## src/rtl/instr_fetch.sv

```systemverilog
// instr_fetch: walks a PC through synchronous instruction memory into a 2-entry valid/ready buffer with redirect flush.
// Optional single-step credit mode is enabled by defining INSTR_FETCH_STEP_EN.
module instr_fetch #(
  parameter int ADDR_W = 8,
  parameter logic [ADDR_W-1:0] RESET_PC = '0
) (
  input  logic              i_CLK,
  input  logic              i_RST,
  output logic [ADDR_W-1:0] o_MemAddr,
  output logic              o_MemRd,
  input  logic [15:0]       i_MemData,
  output logic [15:0]       o_Instr,
  output logic              o_InstrValid,
  input  logic              i_DecReady,
  output logic [ADDR_W-1:0] o_PC,
  input  logic              i_Redirect,
  input  logic [ADDR_W-1:0] i_RedirectPC,
  input  logic              i_Step
);
  logic [ADDR_W-1:0] fpc, inf_addr;
  logic [15:0] q_instr [2];
  logic [ADDR_W-1:0] q_pc [2];
  logic [1:0] occ, rem;
  logic [2:0] load;
  logic inf, pop, head_ok;
`ifdef INSTR_FETCH_STEP_EN
  logic step_q, credit;
  assign head_ok = credit;
  always_ff @(posedge i_CLK or posedge i_RST)
    if (i_RST) begin
      step_q <= 1'b0;
      credit <= 1'b0;
    end else begin
      step_q <= i_Step;
      credit <= (pop && !i_Redirect) ? 1'b0 : credit | (i_Step & ~step_q);
    end
`else
  logic unused_step;
  assign unused_step = i_Step;
  assign head_ok = 1'b1;
`endif
  assign o_InstrValid = (occ != 2'd0) && head_ok;
  assign pop = o_InstrValid && i_DecReady;
  assign load = {1'b0, occ} + {2'b0, inf} - {2'b0, pop};
  assign rem = occ - {1'b0, pop};
  assign o_MemRd = !i_RST && !i_Redirect && (load < 3'd2);
  assign o_MemAddr = fpc;
  assign o_Instr = (occ != 2'd0) ? q_instr[0] : 16'h0000;
  assign o_PC = (occ != 2'd0) ? q_pc[0] : '0;
  // rem is the occupancy after the pop, so the captured word lands right behind the surviving head
  always_ff @(posedge i_CLK or posedge i_RST)
    if (i_RST) begin
      fpc <= RESET_PC;
      occ <= 2'd0;
      inf <= 1'b0;
      inf_addr <= '0;
      q_instr[0] <= '0;
      q_instr[1] <= '0;
      q_pc[0] <= '0;
      q_pc[1] <= '0;
    end else if (i_Redirect) begin
      fpc <= i_RedirectPC;
      occ <= 2'd0;
      inf <= 1'b0;
    end else begin
      inf <= o_MemRd;
      inf_addr <= fpc;
      if (o_MemRd) fpc <= fpc + 1'b1;
      if (pop) begin
        q_instr[0] <= q_instr[1];
        q_pc[0] <= q_pc[1];
      end
      if (inf) begin
        q_instr[rem[0]] <= i_MemData;
        q_pc[rem[0]] <= inf_addr;
      end
      occ <= rem + {1'b0, inf};
    end
endmodule

```

## config.mk

```make
export PLATFORM = sky130hd
export DESIGN_NAME = instr_fetch
export DESIGN_NICKNAME = d
export VERILOG_FILES = /design/src/rtl/instr_fetch.sv
export SDC_FILE = /design/constraint.sdc
export NUM_CORES = 1
export LEC_CHECK = 0
export ABC_AREA = 1
export CAP_MARGIN = 20
export CORE_ASPECT_RATIO = 0.7
export CORE_MARGIN = 4
export CORE_UTILIZATION = 30
export DETAILED_ROUTE_END_ITERATION = 16
export GPL_ROUTABILITY_DRIVEN = 0
export SLEW_MARGIN = 5
export SYNTH_ARGS = -nofsm -noshare
export SYNTH_HDL_FRONTEND = slang
export SYNTH_SLANG_ARGS = --single-unit
```

## constraint.sdc

```tcl
create_clock -name i_CLK -period 3 [get_ports i_CLK]
set_input_delay 0.45 -clock i_CLK [delete_from_list [all_inputs] [get_ports i_CLK]]
set_output_delay 0.45 -clock i_CLK [all_outputs]
set_load 0.01 [all_outputs]
```

# == After elaboration in Yosys (flattened, before gate mapping) ==
# Index checks and enable logic that the tools add are counted.
# word_totals
reg_bits,67
input_bits,29
out_inout_bits,34
wordCells,45
# classes
n_addsub,5
magnitude_cmp,3
n_mux,18
n_bitwise,2
n_reduce_logical,9
# op_table
op,n
$mux 16,5
$mux 8,6
$bwmux 32,1
$mux 32,1
$bwmux 16,1
$demux 16 s1,1
$add 8x1->8 const B,1
$demux 8 s1,1
$logic_and 1x1->1,4
$reduce_bool 2->1,2
$add 2x1->3,1
$lt 3x2->1 const B,1
$sub 3x1->3,1
$add 2x1->2,1
$ge 2x2->1 const B,1
$logic_not 1->1,2
$lt 2x1->1 const B,1
$mux 2,1
$not 1->2,1
$reduce_and 2->1,1
$sub 2x1->2,1
$mux 1,1
$not 1->1,1

# == Depth between registers and ports, before layout ==
# Gate-level depths: netlist (run 1).
# depth
ltp_word,10
mapped_depth,15
depth_no_buf,15

# == Worst setup path after synthesis (run 1) ==
# Ideal clock, no wire load.
# synth_path
kind,input to output
from,in i_RST
to,out o_MemRd
arrival_ns,2.422
t_required_ns,2.550
setup_slack_ns,0.128
path_stages,3
path_buffers,0
cell_sequence,inv_1 nand3_2 nor2_4
# synth_via
elab_chain_cells,3
# synth_rtl
item,line,rtl
start: declaration,8,"input logic i_RST,"
$logic_not 1->1 (no source line),n/a,
$logic_and 1x1->1 (2 in a row),46,assign o_MemRd = !i_RST && !i_Redirect && (load < 3'd2);
end: declaration,10,"output logic o_MemRd,"
# No other way between the ends.

# == Worst setup path in the final report (run 1) ==
# layout_path
from,in i_DecReady
to,out o_MemRd
# layout_via
elab_chain_cells,4
# layout_rtl
item,line,rtl
start: declaration,14,"input logic i_DecReady,"
$logic_and 1x1->1,43,assign pop = o_InstrValid && i_DecReady;
$sub 3x1->3,44,"assign load = {1'b0, occ} + {2'b0, inf} - {2'b0, pop};"
$lt 3x2->1,46,
$logic_and 1x1->1,46,
# No other way between the ends.

==> results.py, run 1 <==
metrics = {
    "global_route": {
        "grt_overflow": 0,
        "grt_max_degree": 68,
        "use_met3_pct": 3.50,
        "grt_use_met2_pct": 20.1,
        "antenna_found_initial": 0,
        "grt_pass1_vias": 2671,
        "busiest_layer": "met2",
        "grtUsageMet1_pct": 16.2,
        "grt_pass1_wl_mm": 12.7,
        "grt_usage_pct": 12.3,
    },
    "floorplanning": {
        "die-area_sq_um": 12900,
        "core_area_sq_um": 10600,
        "initial_core_util_pct": 31.5,
        "num_rows": 31,
        "die_width_um": 134,
        "boundaryPins": 63,
        "die_height_um": 96.2,
    },
    "routing": {
        "routed_wl_mm": 7.51,
        "drt-vias-per-instance": 4.30,
        "post-route-drc-count": 0,
        "wl_per_cell_um": 11.7,
        "vias": 2749,
        "ant_nets": 0,
        "drt_iter0_markers": 156,
        "dr.pass1.iters": 4,
    },
    "yosys": {
        "synth-simple-area-share_pct": 21.7,
        "syn-num-nets": 460,
        "ys_seq_area_share_pct": 50.3,
        "yosysWarnings": 0,
        "syn_area_sq_um": 3330,
        "synth_top_family_by_area": "simple AND/OR/NAND/NOR gates",
        "synth_xor_area_share_pct": 0.526,
        "synth_compound_area_share_pct": 13.6,
        "yosys.area_share.adder_pct": 1.73,
        "ys_types": 23,
        "ys_ff_latch": 67,
        "postSynthCellCount": 427,
        "syn_area_per_cell_sq_um": 7.80,
        "synthMuxAreaShare_pct": 0,
    },
    "clock_network": {
        "cts_buffers": 9,
        "cts-root-buf": "clkbuf_16",
        "cts_tree": "done",
        "clk_latency_ns": 0.32,
        "cts.sinks": 67,
        "htree_num_levels": 3,
        "clock_path_buffers": 2,
        "clk_pin_slew_ns": 0.05,
    },
    "sta": {
        "period_share_pct": 94.6,
        "fmax_mhz": 352,
        "final.min_clock_period_ns": 2.84,
        "worstMarginPinSlew_ns": 0.862,
        "finalHoldViolCount": 0,
        "tns_ns": 0,
        "maxSlewViolCount": 0,
        "relSlewSlack_pct": 42.6,
        "fin_skew_ns": 0.00504,
        "grt_setup_unrepaired": "false",
        "setup_viol": 0,
    },
    "worst_setup_path": {
        "cp_top_family": "buffers and inverters",
        "critPathKind": "in -> out",
        "cp.arrival_ns": 2.39,
        "path_cells": "clkdlybuf4s50_1, nand2_4, nor2_1, o21ai_1, fa_1, nand3_2, nor2_4, dlygate4sd2_1",
        "end_kind": "output pin",
        "startpoint_type": "input port",
        "worstPathRequired_ns": 2.55,
        "cp_max_fo": 3,
        "crit_path_max_incr_delay_ns": 0.55,
        "worst-path-buf-inv": 2,
        "slowest_stage": "fa_1",
    },
    "final_layout": {
        "drive_above_1_share_pct": 8.15,
        "final_common_cell": "nand2_1",
        "nNetsFinal": 519,
        "syn_to_final_growth_pct": 31.6,
        "diodes": 0,
        "final_cells": 639,
        "final_cell_mix": "119 x nand2_1, 66 x inv_1, 66 x dfrtp_1",
    },
    "hold_path": {
        "hp-class": "reg -> reg",
    },
    "power": {
        "power_mw": 4.30,
        "seq_power_share_pct": 35.0,
        "p_switching_mw": 1.56,
        "power_density_nw_per_um2": 980,
        "p_comb_share_pct": 38.4,
        "ir_worst_vdd_uv": 400,
        "p_int_mw": 2.73,
        "swShare_pct": 36.4,
        "power_frac_clock_pct": 26.5,
        "leakagePower_nw": 2.07,
    },
    "placement": {
        "place_inst": 622,
        "hpwl_mm": 5.13,
        "portBuffers": 61,
    },
    "job": {
        "drv_cap": 0,
    },
    "outcome": {
        "outcome": "finished clean",
    },
}
Yosys cell counts, drive strengths merged:
cell type | count | area share [%]
nand2 | 123 | 14
o21ai | 83 | 13
inv | 69 | 7.8
dfrtp | 67 | 50
nor2 | 36 | 4.4
nand3 | 17 | 2.7
buf | 14 | 3.5
clkbuf | 7 | 0.79
a21oi | 4 | 0.60
ha | 3 | 1.1
xor2 | 2 | 0.53
fa | 1 | 0.60
nand4 | 1 | 0.19
worst paths after layout:
check / endpoint / cells after the start / from / slack [ns]
min in group asynchronous: o_MemAddr[2]$_DFFE_PP0P_ / 3 / i_RST / 0.82
hold / removal: flop / 2 / flop / 0.48
hold reg to reg: flop / 2 / flop / 0.48
setup reg to reg: o_MemAddr[6]$_DFFE_PP0P_ / 15 / occ[1]$_DFF_PP0_ / 0.66
max in group asynchronous: occ[1]$_DFF_PP0_ / 3 / i_RST / 1.59
setup / recovery: o_MemRd / 8 / i_DecReady / 0.16
layer usage:
layer	vias to the layer above	wire, um
met3	5	324
met1	1265	3670
li1	1433	-
met5	-	0
met4	0	61
met2	46	3450
timing repair:
| action | CTS | global route |
|---|---|---|
| endpoints found under the hold margin | 0 | 0 |
| resized for setup | 2 | 1 |
| hold buffers | 0 | 0 |
| pin swaps | 0 | 1 |
| endpoints found under the setup margin | 1 | 1 |
| setup buffers | 0 | 1 |
| gates cloned | 0 | 0 |
stage by stage:
stage	area [sq um]	setup WS, ns	hold WS [ns]	utilization, %
after CTS	4380	0.140	0.483	41.3
final	4380	0.163	0.477	41.4
after global routing	4380	0.00572	0.503	41.4
after detailed placement	4050	-0.112	0.469	38.2
after floorplan	3330	0.128	0.448	-
after global placement	4050	-0.0894	0.461	38.2
worst min-delay path: cells and delay by family, from the launching register on:
family | cells | cell delay [ns]
flip-flops | 1 | 0.33
AO/OA/AOI/OAI | 1 | 0.06
AND/OR/NAND/NOR | 1 | 0.05
power groups by stage:
stage	combinational, mW	clock, mW	sequential [mW]
final	1.65	1.14	1.51
after global routing	1.91	1.21	1.56
after CTS	1.66	1.18	1.50
after detailed placement	1.66	0	1.51
after global placement	1.63	0	1.50
after floorplan	1.12	0	1.48
final cells by class:
| cell class | count | area [sq um] |
|---|---|---|
| fillers | 1080 | 6200 |
| flip-flops and latches | 67 | 1680 |
| multi-input cells | 270 | 1250 |
| repair buffers | 69 | 682 |
| inverters | 69 | 259 |
| clock buffers | 10 | 239 |
| well taps | 148 | 185 |
| clock inverters | 6 | 88.8 |
kinds of logic after synthesis:
logic type               count (synthesis)
AO/OA/AOI/OAI                           87
XOR/XNOR                                 2
flip-flops                              67
adder cells (fa/ha/maj)                  4
buffers and inverters                   90
AND/OR/NAND/NOR                        177
No activity file was read; power rests on OpenSTA's default activity.
==> inputs of run 2 (changes only) <==
- CORE_ASPECT_RATIO: 0.7 -> unset
==> run 2 against run 1 <==
Effect of this change: sequential share of layout area up 1.2 points; clock power down 35%; largest cell class unchanged; non-clock buffer count up 1; setup slack worse by 0.027 ns; fmax down 0.93%; global-route usage down 0.90 points; combinational power about the same; sequential power about the same; cell area down 3.0%.
==> results.py, run 2 (synthesized netlist as in run 1, its figures left out) <==
metrics = {
    "worst_setup_path": {
        "path_cells": "clkdlybuf4s50_1, nand2_4, nor2_1, o21ai_0, fa_1, nand3_2, nor2_4, dlygate4sd2_1",
        "critPathKind": "in -> out",
        "end_kind": "output pin",
        "cp_max_fo": 3,
        "slowest_stage": "fa_1",
        "cp_top_family": "buffers and inverters",
        "r2r_start": "occ[1]$_DFF_PP0_",
        "worst-path-buf-inv": 2,
        "startpoint": "i_DecReady",
        "reg2reg_to": "o_MemAddr[0]$_DFFE_PP0P_",
        "startpoint_type": "input port",
        "crit_path_end": "o_MemRd",
        "r2r_slack_ns": 0.80,
        "r2r_cells": 12,
        "path_depth": 8,
        "cp.arrival_ns": 2.41,
        "worstPathRequired_ns": 2.55,
        "crit_path_max_incr_delay_ns": 0.55,
    },
    "sta": {
        "finalHoldViolCount": 0,
        "final.min_clock_period_ns": 2.86,
        "fin_skew_ns": 0.0104,
        "grt_setup_unrepaired": "false",
        "maxSlewViolCount": 0,
        "period_share_pct": 95.4,
        "relSlewSlack_pct": 43.8,
        "setup_viol": 0,
        "worstMarginPinSlew_ns": 0.843,
        "fmax_mhz": 349,
    },
    "routing": {
        "drt-vias-per-instance": 4.26,
        "routed_wl_mm": 6.91,
        "dr.pass1.iters": 4,
        "drt_iter0_markers": 115,
        "post-route-drc-count": 0,
        "wl_per_cell_um": 11.0,
        "vias": 2689,
        "ant_nets": 0,
    },
    "floorplanning": {
        "boundaryPins": 63,
        "die_width_um": 113,
        "num_rows": 38,
        "core_area_sq_um": 10800,
        "die-area_sq_um": 12900,
        "die_height_um": 113,
        "initial_core_util_pct": 30.7,
    },
    "final_layout": {
        "n_fill_cell": 1157,
        "nNetsFinal": 520,
        "final_cell_mix": "119 x nand2_1, 66 x inv_1, 66 x dfrtp_1",
        "regArea_sq_um": 1680,
        "drive_above_1_share_pct": 7.94,
        "syn_to_final_growth_pct": 27.6,
        "diodes": 0,
        "final_cells": 631,
        "final_common_cell": "nand2_1",
        "multi_input_area_sq_um": 1260,
    },
    "job": {
        "drv_cap": 0,
    },
    "clock_network": {
        "htree_num_levels": 3,
        "cts_setup_buffers": 0,
        "cts_buffers": 9,
        "clock_path_buffers": 2,
        "postCtsHoldBufs": 0,
        "cts_resized": 2,
        "clk_pin_slew_ns": 0.07,
        "cts_tree": "done",
        "cts-root-buf": "clkbuf_8",
        "clk_latency_ns": 0.33,
        "cts.sinks": 67,
    },
    "placement": {
        "hpwl_mm": 4.81,
        "place_inst": 616,
        "portBuffers": 61,
    },
    "global_route": {
        "grt_max_degree": 68,
        "grt_overflow": 0,
        "grt_pass1_wl_mm": 12.0,
        "antenna_found_initial": 0,
        "grt_usage_pct": 11.4,
        "grt_pass1_vias": 2681,
    },
    "power": {
        "ir_worst_vdd_uv": 363,
        "leakagePower_nw": 2.02,
        "power_mw": 3.86,
        "power_density_nw_per_um2": 909,
    },
    "hold_path": {
        "hp-class": "reg -> reg",
    },
    "outcome": {
        "outcome": "finished clean",
    },
}
[run 2: area by class of cell]
class,count,share of cell area [%]
timing repair buffer,70,16.2
clock buffer,13,3.74
sequential,67,39.5
tap,140,4.12
inverter,69,6.09
multi-input combinational,270,29.6
clock inverter,2,0.824
[run 2: metal layers]
layer / up-vias / share of wire, % / global-route usage, % / wire, um
li1: 1430 / - / - / -
met1: 1186 / 48 / 15.0 / 3340
met2: 64 / 45 / 18.6 / 3130
met3: 9 / 5.2 / 2.49 / 356
met4: 0 / 1.1 / 4.33 / 77
met5: - / 0 / 0 / 0
[run 2: through the flow]
step                      setup WS (ns)  TNS (ns)  util, %  hold WS, ns  cell area, sq um
final                             0.137         0     39.2        0.482              4250
after global routing           0.000725         0     39.2        0.508              4250
after CTS                         0.129         0     39.2        0.485              4250
after detailed placement         -0.122    -0.122     37.4        0.468              4060
after global placement          -0.0741   -0.0741     37.4        0.461              4060
after floorplan                   0.128         0        -        0.448              3330
[run 2: worst min-delay path, stage by stage (launching register included)]
cell	delay, ns
dfrtp_1	0.34
nand2_1	0.05
o21ai_0	0.06
[run 2: how the worst min path moves through the flow]
stage | end | depth (start not counted)
final | flop | 2
after global routing | flop | 2
after CTS | flop | 2
after detailed placement | flop | 2
after global placement | flop | 2
after floorplan | flop | 2
[run 2: where the power goes]
part	internal (mW)	switching [mW]
combinational	0.706	0.920
sequential	1.27	0.230
clock	0.424	0.313
